`src/rtl/vc_plane_link_scheduler_pkg.sv`:
```
// ============================================================================
// Module      : noc_pkg
// Description : Shared NoC constants, flit type and parameter helper.
// Revision    : 1.0 - initial release
// ============================================================================
`default_nettype none

package noc_pkg;

  localparam int NOC_VC         = 4;
  localparam int NOC_DATA_WIDTH = 32;
  localparam int VC_IDX_W       = $clog2(NOC_VC);

  typedef logic [NOC_DATA_WIDTH-1:0] flit_t;

  function automatic bit isPow2(input int n);
    return (n > 0) && ((n & (n - 1)) == 0);
  endfunction

endpackage

`default_nettype wire

```
`src/rtl/vc_plane_link_scheduler_fifo.sv`:
```
// ============================================================================
// Module      : vc_flit_fifo
// Description : Per-VC synchronous flit FIFO with push/pop/full/empty.
// Revision    : 1.0 - initial release
// ============================================================================
`default_nettype none

module vc_flit_fifo #(
  parameter int DATA_WIDTH = 32,
  parameter int FIFO_DEPTH = 4
) (
  input  logic                  clk,
  input  logic                  rst,
  input  logic                  push,
  input  logic [DATA_WIDTH-1:0] pushData,
  input  logic                  pop,
  output logic [DATA_WIDTH-1:0] headData,
  output logic                  full,
  output logic                  empty
);

  localparam int c_ADDR_W = $clog2(FIFO_DEPTH);

  logic [DATA_WIDTH-1:0] r_mem [FIFO_DEPTH];
  logic [c_ADDR_W-1:0]   r_wrPtr;
  logic [c_ADDR_W-1:0]   r_rdPtr;
  logic [c_ADDR_W:0]     r_count;
  logic                  w_doPush;
  logic                  w_doPop;

  assign full     = (r_count == (c_ADDR_W+1)'(FIFO_DEPTH));
  assign empty    = (r_count == '0);
  assign w_doPush = push && !full;
  assign w_doPop  = pop && !empty;
  assign headData = r_mem[r_rdPtr];

  // Pointers wrap naturally because the depth is a power of two.
  always_ff @(posedge clk or negedge rst) begin
    if (!rst) begin
      r_wrPtr <= '0;
      r_rdPtr <= '0;
      r_count <= '0;
    end else begin
      if (w_doPush) r_wrPtr <= r_wrPtr + 1'b1;
      if (w_doPop)  r_rdPtr <= r_rdPtr + 1'b1;
      case ({w_doPush, w_doPop})
        2'b10:   r_count <= r_count + 1'b1;
        2'b01:   r_count <= r_count - 1'b1;
        default: r_count <= r_count;
      endcase
    end
  end

  // Storage needs no reset: the count alone decides what is valid.
  always_ff @(posedge clk) begin
    if (w_doPush) r_mem[r_wrPtr] <= pushData;
  end

endmodule

`default_nettype wire

```
`src/rtl/vc_plane_link_scheduler.sv`:
```
// ============================================================================
// Module      : vc_plane_link_scheduler
// Description : Buffers flits per VC and drains the selected VC plane onto a
//               single registered valid/ready link.
// Revision    : 1.0 - initial release
// ============================================================================
`default_nettype none

module vc_plane_link_scheduler
  import noc_pkg::*;
#(
  parameter int VC         = NOC_VC,
  parameter int DATA_WIDTH = NOC_DATA_WIDTH,
  parameter int FIFO_DEPTH = 4
) (
  input  logic                     clk,
  input  logic                     rst,
  input  logic [VC:0]              VCPlaneSelector,
  input  logic [VC-1:0]            in_valid,
  input  logic [VC*DATA_WIDTH-1:0] in_data,
  output logic [VC-1:0]            in_ready,
  output logic                     link_valid,
  output logic [DATA_WIDTH-1:0]    link_data,
  output logic [$clog2(VC)-1:0]    link_vc,
  input  logic                     link_ready,
  output logic                     sel_err
);

  localparam int c_VC_W = $clog2(VC);

  if (!isPow2(FIFO_DEPTH) || (FIFO_DEPTH < 2) || (VC < 2)) begin : g_badParams
    $error("vc_plane_link_scheduler: FIFO_DEPTH must be a power of two >= 2 and VC >= 2");
  end

  logic [DATA_WIDTH-1:0] w_head [VC];
  logic [VC-1:0]         w_full;
  logic [VC-1:0]         w_empty;
  logic [VC-1:0]         w_pop;
  logic [c_VC_W-1:0]     w_selIdx;
  logic                  w_selInRange;
  logic                  w_free;
  logic                  w_doPop;

  logic                  r_linkValid;
  logic [DATA_WIDTH-1:0] r_linkData;
  logic [c_VC_W-1:0]     r_linkVc;
  logic                  r_selErr;

  assign w_selInRange = (VCPlaneSelector < (VC+1)'(VC));
  assign w_selIdx     = VCPlaneSelector[c_VC_W-1:0];
  assign w_free       = !r_linkValid || link_ready;
  assign w_doPop      = w_selInRange && !w_empty[w_selIdx] && w_free;

  for (genvar i = 0; i < VC; i++) begin : g_vcFifo
    assign w_pop[i] = w_doPop && (w_selIdx == c_VC_W'(i));

    vc_flit_fifo #(
      .DATA_WIDTH (DATA_WIDTH),
      .FIFO_DEPTH (FIFO_DEPTH)
    ) u_fifo (
      .clk      (clk),
      .rst      (rst),
      .push     (in_valid[i]),
      .pushData (in_data[i*DATA_WIDTH +: DATA_WIDTH]),
      .pop      (w_pop[i]),
      .headData (w_head[i]),
      .full     (w_full[i]),
      .empty    (w_empty[i])
    );
  end

  assign in_ready = ~w_full;

  // Data/tag only move on a pop, which keeps them stable across a stall.
  always_ff @(posedge clk or negedge rst) begin
    if (!rst) begin
      r_linkValid <= 1'b0;
      r_linkData  <= '0;
      r_linkVc    <= '0;
      r_selErr    <= 1'b0;
    end else begin
      if (w_doPop) begin
        r_linkValid <= 1'b1;
        r_linkData  <= w_head[w_selIdx];
        r_linkVc    <= w_selIdx;
      end else if (link_ready) begin
        r_linkValid <= 1'b0;
      end
      if (!w_selInRange) r_selErr <= 1'b1;
    end
  end

  assign link_valid = r_linkValid;
  assign link_data  = r_linkData;
  assign link_vc    = r_linkVc;
  assign sel_err    = r_selErr;

endmodule

`default_nettype wire

```
`config.mk`:
```
export PLATFORM = sky130hd
export DESIGN_NAME = vc_plane_link_scheduler
export DESIGN_NICKNAME = d
export VERILOG_FILES = /design/src/rtl/vc_plane_link_scheduler_pkg.sv /design/src/rtl/vc_plane_link_scheduler_fifo.sv /design/src/rtl/vc_plane_link_scheduler.sv
export SDC_FILE = /design/constraint.sdc
export NUM_CORES = 1
export LEC_CHECK = 0
export ABC_AREA = 1
export CORE_ASPECT_RATIO = 1.1
export CORE_MARGIN = 4
export CORE_UTILIZATION = 45
export DETAILED_ROUTE_END_ITERATION = 12
export PLACE_DENSITY = 0.64
export SLEW_MARGIN = 20
export SYNTH_ARGS = -nofsm -noshare
export SYNTH_HDL_FRONTEND = slang
export SYNTH_SLANG_ARGS = --single-unit
```
`constraint.sdc`:
```
create_clock -name clk -period 4.1 [get_ports clk]
set_input_delay 1.025 -clock clk [delete_from_list [all_inputs] [get_ports clk]]
set_output_delay 1.025 -clock clk [all_outputs]
set_load 0.05 [all_outputs]
```
==> results of run 1 <==
-- per-layer routing --
metal / vias up / share of wire, % / track usage (%)
li1: 7491 / - / -
met1: 7723 / 42 / 30.78
met3: 73 / 7.3 / 3.494
met5: - / 0 / 0
met4: 0 / 2.3 / 5.274
met2: 576 / 48 / 34.12
-- kinds of logic after synthesis --
| family | Yosys count |
|---|---|
| AO/OA/AOI/OAI | 34 |
| adder cells (fa/ha/maj) | 24 |
| buffers and inverters | 354 |
| AND/OR/NAND/NOR | 1155 |
| flip-flops | 576 |
| XOR/XNOR | 16 |
-- placed cells by master, fill, tap and decap left out, drive strengths merged, types with 4 or more instances in the layout --
master / instances
inv: 251
edfxtp: 512
clkinv: 9
clkdlybuf4s50: 178
nand3: 345
a21oi: 8
fa: 4
nand2: 755
xor2: 12
xnor2: 4
o21ai: 26
dfrtp: 64
nand4: 24
buf: 41
ha: 20
nor2: 29
clkbuf: 89
-- metrics by stage --
| stage | utilization (%) | instances | power (mW) | setup WS, ns | cell area, um^2 |
|---|---|---|---|---|---|
| 6_report | 53.93 | 3051 | 19.41 | 0.9138 | 28320 |
| 5_1_grt | 53.93 | 3051 | 20.51 | 0.7887 | 28320 |
| 4_1_cts | 53.93 | 3051 | 19.57 | 0.8357 | 28320 |
| 3_5_place_dp | 50.42 | 2949 | 14.47 | 0.4206 | 26480 |
| 3_3_place_gp | 50.42 | 2949 | 14.32 | 0.5016 | 26480 |
| 2_1_floorplan | - | 2159 | 12.17 | 1.091 | 23870 |
-- sequential cells by signal, indices dropped and copies added (netlist names) --
| signal | cells |
|---|---|
| g_vcFifo.u_fifo.r_count | 12 |
| g_vcFifo.u_fifo.r_mem | 512 |
| g_vcFifo.u_fifo.r_rdPtr | 8 |
| g_vcFifo.u_fifo.r_wrPtr | 8 |
| link_data | 32 |
| link_valid | 1 |
| link_vc | 2 |
| sel_err | 1 |
-- power breakdown --
part	internal (mW)	switching (mW)	total [mW]
Clock	2.96	2.13	5.09
Combinational	1.72	4.35	6.07
Sequential	7.76	0.488	8.25
Total	12.4	6.96	19.4
-- worst max-delay path: stages, from the launching register on --
cell,delay (ns)
dfrtp_1,0.40
nor2_1,0.07
nand2_1,0.21
clkdlybuf4s50_1,0.87
-- final timing paths --
path                                                  to  slack, ns
setup / recovery                             in_ready[1]       0.91
hold / removal                                   sel_err       0.46
setup reg to reg           g_vcFifo[0].u_fifo.r_count[2]       1.60
hold reg to reg                                  sel_err       0.46
max in group asynchronous  g_vcFifo[1].u_fifo.r_rdPtr[0]       2.88
min in group asynchronous  g_vcFifo[3].u_fifo.r_wrPtr[1]       0.54
-- area by class of cell --
type | count | area, um^2
Fill cell | 4372 | 24200
Sequential cell | 576 | 16980
Multi-Input combinational cell | 1229 | 5564
Timing Repair Buffer | 219 | 2152
Clock buffer | 89 | 1740
Inverter | 250 | 938.4
Tap cell | 675 | 844.6
Clock inverter | 13 | 101.3
==> run_results.csv, run 1 <==
group,metric,value,unit
worst_hold_path,hp-class,"reg2reg",
clock_tree,cts_resized,0,
yosys,synth_ff_type,"edfxtp_1",
detailed_routing,remaining_drc_errors,0,
clock_tree,cts_sinks,576,
timing,finalHoldViolCount,0,
floorplanning,die-width,227.6,um
timing,period_minus_slack,3.186,ns
clock_tree,cts_tree,"done",
clock_tree,insertion_delay,0.61,ns
clock_tree,postCtsHoldBufs,0,
critical_path,r2r-start,"link_valid",
yosys,synthTopCellsByArea,"edfxtp_1, nand2_1, nand3_1",
clock_tree,numCtsBuffers,56,
floorplanning,ios,180,
grt,grt_usage,21.33,%
yosys,synth_compound_area_share,0.7130,%
grt,grt_overflow,0,
yosys,synthSimpleGateAreaFrac,20.44,%
timing,drv_slew,0,
yosys,syn-num-nets,2323,
critical_path,cp-startpoint,"g_vcFifo[1].u_fifo.r_count[0]",
critical_path,arrival,2.16,ns
yosys,synth_area,23870,um^2
yosys,synth_adder_area_share,1.384,%
yosys,synth_cells,2159,
detailed_routing,avgRoutedWirePerCell,20.09,um
grt,grt_max_degree,67,
yosys,synth_top_family_by_area,"simple AND/OR/NAND/NOR gates",
yosys,synth_top_cell_by_area,"edfxtp_1",
timing,holdWs,0.4632,ns
yosys,synthTopCellsByCount,"nand2_1, edfxtp_1, nand3_1",
yosys,synth_seq_area_share,71.13,%
outcome,status,"complete, no violations",
clock_tree,clk_pin_slew,0.06,ns
critical_path,critical_path_class,"reg2out",
critical_path,critPathLaunchType,"register",
detailed_routing,wl,61290,um
detailed_routing,final_antenna_net_count,0,
final_layout,area_delta_synth_final,18.67,%
pwr,peakVddDrop,0.4903,mV
yosys,synth.top_cell.area_share,64.42,%
grt,grt_pass1_wl,91510,um
place,gp_congestion,0.8629,
yosys,synth_edf_count,512,
timing,skew,0.01539,ns
timing,tns,0,ns
yosys,ys_ff_latch,576,
final_layout,fin_nets,2496,
timing,clock.fmax,313.8,MHz
timing,rsz0062_at_grt,"false",
final_layout,antennaDiodeCount,0,
clock_tree,h-tree-depth,2,
yosys,post-synth-top-count-cell,"nand2_1",
yosys,yosys.cell_types.count,25,
timing,post-route-period-util,77.71,%
clock_tree,cts_buffer_depth,3,
worst_hold_path,hp-start,"sel_err",
timing,worst_pin_slew,0.9430,ns
critical_path,rr_worst_depth,11,
yosys,synth_xor_area_share,0.5872,%
floorplanning,fp-row-count,88,
yosys,yosysWarnings,0,
place,port_buffers,179,
detailed_routing,vias,15860,
place,dp_hpwl,39980,um
worst_hold_path,whs_path_depth,2,
floorplanning,die_height,249.5,um
pwr,p_leak,11.48,nW
critical_path,crit_path_max_fanout,3,
job,drv_cap,0,
floorplanning,dieArea,56790,um^2
final_layout,drive_gt1_share,6.650,%
detailed_routing,first_pass_iters,5,
grt,antenna_found_initial,0,
yosys,synthMuxAreaShare,0,%
timing,slew_headroom,37.13,%
pwr,power_density,685.3,nW/um^2
clock_tree,root_buffer,"clkbuf_16",
floorplanning,coreArea,52520,um^2
detailed_routing,vias_per_cell,5.199,
critical_path,cp_data_required_time,3.07,ns
floorplanning,initial_core_util,45.44,%
yosys,async_flop_share,11.11,%
detailed_routing,drt_iter0_markers,1595,
critical_path,cp-end-kind,"output port",
yosys,syn_area_per_cell,11.05,um^2
grt,grt_pass1_vias,15040,
clock_tree,cts_setup_buffers,0,
timing,finalSetupViolations,0,
Note: power is estimated with default switching activity, not from simulation.
==> run 2, diff against run 1 <==
==> constraint.sdc (replaced) <==
create_clock -name clk -period 3 [get_ports clk]
set_input_delay 0.75 -clock clk [delete_from_list [all_inputs] [get_ports clk]]
set_output_delay 0.75 -clock clk [all_outputs]
set_load 0.05 [all_outputs]
==> run 2 against run 1 <==
Hold slack lost 0.35 ns. Clock power grew 46%. Count of clock-buffer cells in the layout shrank 10. Cell count grew 1.3%. Register-to-register slack lost 0.91 ns. Routed wire length grew 1.4%. Global-route usage grew 0.25 points. Clock skew is essentially flat. Critical path depth is the same. Critical endpoint is now in_ready[3].
==> run_results.csv, run 2 (synthesized netlist as in run 1, its figures left out) <==
group,metric,value,unit
grt,grt_max_degree,67,
critical_path,cp_data_required_time,2.25,ns
critical_path,crit_path_max_fanout,3,
final_layout,post-route-cell-area,28810,um^2
critical_path,timing.rr.end,"g_vcFifo[1].u_fifo.r_count[2]",
place,gp_congestion,0.8175,
timing,slew_headroom,50.58,%
detailed_routing,avgRoutedWirePerCell,20.11,um
detailed_routing,final_antenna_net_count,0,
final_layout,final_common_cell,"nand2_1",
clock_tree,clk_pin_slew,0.06,ns
clock_tree,postCtsHoldBufs,0,
timing,worst_slack,0.1160,ns
pwr,switching_share,35.45,%
final_layout,antennaDiodeCount,0,
pwr,p_clk_share,27.2,%
pwr,p_total,27.24,mW
pwr,p_leak,11.76,nW
clock_tree,h-tree-depth,2,
pwr,p_comb_share,31.1,%
detailed_routing,vias_per_cell,5.173,
clock_tree,insertion_delay,0.62,ns
outcome,status,"complete, no violations",
final_layout,final_cell_mix,"nand2_1, edfxtp_1, nand3_1",
pwr,power_density,945.6,nW/um^2
critical_path,reg2reg_slack,0.69,ns
timing,skew,0.01553,ns
critical_path,critical_path_class,"reg2out",
floorplanning,coreArea,52520,um^2
floorplanning,die_height,249.5,um
grt,antenna_found_initial,2,
place,placedCellCount,2986,
final_layout,final_cells,3092,
timing,period_minus_slack,2.884,ns
clock_tree,cts_sinks,576,
detailed_routing,highest_layer,"met5",
final_layout,drive_gt1_share,8.233,%
clock_tree,cts_tree,"done",
timing,finalHoldViolCount,0,
grt,grt_pass1_wl,91870,um
critical_path,cp-startpoint,"g_vcFifo[3].u_fifo.r_count[0]",
final_layout,seqCellArea,16980,um^2
critical_path,arrival,2.13,ns
detailed_routing,wl,62170,um
final_layout,area_delta_synth_final,20.72,%
place,dp_hpwl,40920,um
timing,worst_pin_slew,0.7413,ns
timing,drv_slew,0,
clock_tree,cts_buffer_depth,3,
floorplanning,ios,180,
timing,clock.fmax,346.7,MHz
timing,rsz0062_at_grt,"false",
detailed_routing,first_pass_iters,5,
final_layout,nFillCells,4351,
final_layout,fin_util,54.86,%
grt,grt_usage,21.58,%
worst_hold_path,hp-class,"in2async",
timing,holdWs,0.1179,ns
critical_path,rr_worst_depth,9,
critical_path,cp-end-kind,"output port",
critical_path,critPathLaunchType,"register",
pwr,switching_power,9.658,mW
grt,grt_pass1_vias,15260,
detailed_routing,remaining_drc_errors,0,
timing,tns,0,ns
job,drv_cap,0,
place,port_buffers,179,
clock_tree,numCtsBuffers,57,
final_layout,largest_reg_flops,512,
clock_tree,root_buffer,"clkbuf_16",
floorplanning,fp-row-count,88,
timing,post-route-period-util,96.13,%
place,place_ws,-0.2522,ns
clock_tree,cts_setup_buffers,0,
critical_path,cp-endpoint,"in_ready[3]",
critical_path,r2r-start,"g_vcFifo[1].u_fifo.r_count[1]",
pwr,p_seq_share,41.6,%
grt,grt_overflow,0,
pwr,peakVddDrop,0.6277,mV
detailed_routing,drt_iter0_markers,1389,
pwr,internal_power,17.59,mW
floorplanning,die-width,227.6,um
final_layout,largest-register,"g_vcFifo.u_fifo.r_mem",
place,placed_cell_area,26850,um^2
detailed_routing,vias,15990,
final_layout,fin_nets,2534,
timing,finalSetupViolations,0,
detailed_routing,drt-met1-wl,25780,um
final_layout,multiInputGateArea,5564,um^2
detailed_routing,dr_wl_met2,29220,um
detailed_routing,wl_met3,4823,um
floorplanning,dieArea,56790,um^2
floorplanning,initial_core_util,45.44,%
[run 2: repair_timing]
action | CTS | global route
resized for setup | 1 | 0
endpoints found under the hold margin | 0 | 0
endpoints found under the setup margin | 1 | 0
[run 2: worst min-delay path by stage]
stage          cells past startpoint    start                            end
6_report                           1      rst  g_vcFifo[3].u_fifo.r_wrPtr[1]
5_1_grt                            1      rst  g_vcFifo[3].u_fifo.r_wrPtr[1]
4_1_cts                            1      rst  g_vcFifo[3].u_fifo.r_wrPtr[1]
3_5_place_dp                       2  sel_err                        sel_err
3_3_place_gp                       2  sel_err                        sel_err
2_1_floorplan                      0      rst  g_vcFifo[0].u_fifo.r_count[0]
[run 2: layout make-up]
cell class / count / share of cell area, %
clock buffers: 79 / 5.628
clock inverters: 27 / 1.199
well taps: 675 / 2.931
repair buffers: 256 / 8.733
flip-flops and latches: 576 / 58.94
inverters: 250 / 3.257
multi-input cells: 1229 / 19.31
[run 2: critical path, stage by stage, from the launching register on]
cell and delay [ns]:
dfrtp_1 0.40, nor2_1 0.08, nand2_1 0.19, clkdlybuf4s50_1 0.86
[run 2: metal layers]
layer  up-vias  global-route usage, %
met4         4                  8.110
met5         -                      0
li1       7582                      -
met2       573                  33.91
met3       102                  4.282
met1      7733                  29.94
[run 2: power groups by stage]
stage | Combinational (mW) | Clock [mW] | Sequential (mW)
2_1_floorplan | 4.72 | 0 | 11.9
6_report | 8.49 | 7.42 | 11.3
5_1_grt | 9.34 | 7.88 | 11.4
3_5_place_dp | 8.51 | 0 | 11.5
3_3_place_gp | 8.37 | 0 | 11.4
4_1_cts | 8.55 | 7.55 | 11.3
==> run 3, diff against run 2 <==
--- a/config.mk
+++ b/config.mk
@@ -7,10 +7,10 @@
 export LEC_CHECK = 0
 export ABC_AREA = 1
 export CORE_ASPECT_RATIO = 1.1
-export CORE_MARGIN = 4
 export CORE_UTILIZATION = 45
 export DETAILED_ROUTE_END_ITERATION = 12
 export PLACE_DENSITY = 0.64
+export SETUP_SLACK_MARGIN = 0.15
 export SLEW_MARGIN = 20
 export SYNTH_ARGS = -nofsm -noshare
 export SYNTH_HDL_FRONTEND = slang
==> run 3 against run 2 <==
Routed wire length down 1.9%. Critical path type is now in2reg. Critical path depth up 11. Clock skew down 0.0040 ns. First-iteration DRC count up 13%. Setup slack better by 0.15 ns. Via count up 0.24%. Utilization about the same. Sequential power about the same. Non-clock buffer count down 3. Cell count unchanged.
==> run_results.csv, run 3 (synthesized netlist as in run 1, its figures left out) <==
group,metric,value,unit
timing,finalHoldViolCount,0,
clock_tree,root_buffer,"clkbuf_16",
final_layout,seqCellArea,16980,um^2
floorplanning,die_height,243.5,um
timing,worst_pin_slew,0.9439,ns
timing,post-route-period-util,91.03,%
clock_tree,postCtsHoldBufs,0,
floorplanning,coreArea,52410,um^2
detailed_routing,drt_iter0_markers,1568,
critical_path,arrival,3.21,ns
final_layout,nFillCells,4372,
timing,drv_slew,0,
clock_tree,cts_tree,"done",
final_layout,largest-register,"g_vcFifo.u_fifo.r_mem",
pwr,p_leak,11.67,nW
final_layout,largest_reg_flops,512,
critical_path,critPathLaunchType,"input port",
floorplanning,fp-row-count,88,
job,drv_cap,0,
worst_hold_path,hp-class,"in2async",
final_layout,multiInputGateArea,5569,um^2
critical_path,critical_path_class,"in2reg",
place,placed_cell_area,26900,um^2
pwr,power_density,930.9,nW/um^2
clock_tree,insertion_delay,0.61,ns
grt,grt_usage,22.73,%
place,port_buffers,179,
outcome,status,"complete, no violations",
grt,antenna_found_initial,6,
final_layout,fin_nets,2530,
floorplanning,ios,180,
pwr,peakVddDrop,0.6619,mV
timing,skew,0.01158,ns
detailed_routing,wl,61020,um
critical_path,cpPeakStageDelay,0.42,ns
grt,grt_max_degree,67,
critical_path,cp_data_required_time,3.48,ns
grt,grt_pass1_vias,15190,
clock_tree,h-tree-depth,2,
grt,grt_pass1_wl,91450,um
critical_path,slowest_stage,"clkdlybuf4s50_1",
detailed_routing,final_antenna_net_count,0,
place,gp_congestion,0.8214,
final_layout,area_delta_synth_final,20.36,%
grt,grt_overflow,0,
place,dp_hpwl,39820,um
floorplanning,initial_core_util,45.54,%
timing,rsz0062_at_grt,"true",
timing,finalSetupViolations,0,
timing,clock.fmax,366.2,MHz
critical_path,crit_path_cell_trace,"clkdlybuf4s50_1 -> nor3_2 -> buf_4 -> nand3_2 -> nor2_4 -> buf_4 -> nand3_1 -> inv_1 -> ha_1 -> inv_1 -> fa_1 -> a21oi_1 -> o21ai_0 -> xor2_1",
floorplanning,die-width,221.6,um
clock_tree,cts_sinks,576,
floorplanning,dieArea,53960,um^2
final_layout,final_cell_mix,"nand2_1, edfxtp_1, nand3_1",
clock_tree,cts_buffer_depth,3,
clock_tree,clk_pin_slew,0.06,ns
timing,worst_slack,0.2690,ns
final_layout,drive_gt1_share,7.788,%
detailed_routing,remaining_drc_errors,0,
detailed_routing,vias,16030,
detailed_routing,vias_per_cell,5.185,
final_layout,post-route-cell-area,28730,um^2
clock_tree,numCtsBuffers,56,
timing,slew_headroom,37.07,%
critical_path,crit_path_max_fanout,7,
place,place_ws,-0.3668,ns
detailed_routing,avgRoutedWirePerCell,19.73,um
timing,period_minus_slack,2.731,ns
detailed_routing,first_pass_iters,5,
final_layout,final_common_cell,"nand2_1",
critical_path,cp-end-kind,"register",
[run 3: power breakdown]
group / switching, mW / total [mW] / internal (mW) / leakage [nW]
clock: 2.92 / 6.88 / 3.96 / 0.879
sequential: 0.663 / 11.3 / 10.6 / 5.46
combinational: 6.02 / 8.60 / 2.58 / 5.33
[run 3: cell type report]
cell class                 instances  area share (%)
clock inverter                    24          0.7013
timing repair buffer             253           8.986
inverter                         250           3.267
antenna                            3         0.02613
multi-input combinational       1229           19.39
sequential                       576           59.12
clock buffer                      82           5.575
tap                              675           2.940
[run 3: stage by stage]
step	setup TNS (ns)	power, mW	hold WS, ns	utilization [%]	std cells
2_1_floorplan	0	16.64	0.4544	-	2159
3_3_place_gp	-0.9749	19.87	0.4728	51.32	2981
3_5_place_dp	-1.770	20.08	0.4768	51.32	2981
4_1_cts	0	26.93	0.2896	54.75	3087
5_1_grt	0	28.13	0.3153	54.80	3091
6_report	0	26.74	0.2605	54.81	3092
[run 3: path summary, 6_finish.rpt]
kind,slack [ns],end,cells past startpoint,start
min reg2reg,0.49,link_vc[0],2,link_vc[0]
min in group clk,0.49,link_vc[0],2,link_vc[0]
max reg2reg,0.65,g_vcFifo[0].u_fifo.r_count[2],13,g_vcFifo[0].u_fifo.r_count[0]
max in group asynchronous,2.04,g_vcFifo[0].u_fifo.r_rdPtr[0],1,rst
min,0.26,g_vcFifo[3].u_fifo.r_wrPtr[1],1,rst
max,0.27,g_vcFifo[0].u_fifo.r_count[2],14,VCPlaneSelector[2]
[run 3: timing repair]
action                     in CTS  in global routing
resized for setup               4                  2
gates cloned                    0                  0
pin swaps                       0                  1
setup buffers                   0                  2
setup endpoints to repair       4                  3
[run 3: worst max-delay path, delay by kind of cell]
kind	cells	cell delay (ns)
AO/OA/AOI/OAI	2	0.26
XOR/XNOR	1	0.15
adder cells (fa/ha/maj)	2	0.51
buffers and inverters	5	0.91
AND/OR/NAND/NOR	4	0.63
[run 3: per-layer routing]
metal	GRT usage, %	share of wire, %
met2	36.70	48
met5	0	0.056
met1	31.40	42
met4	7.557	3.1
met3	3.751	7.1
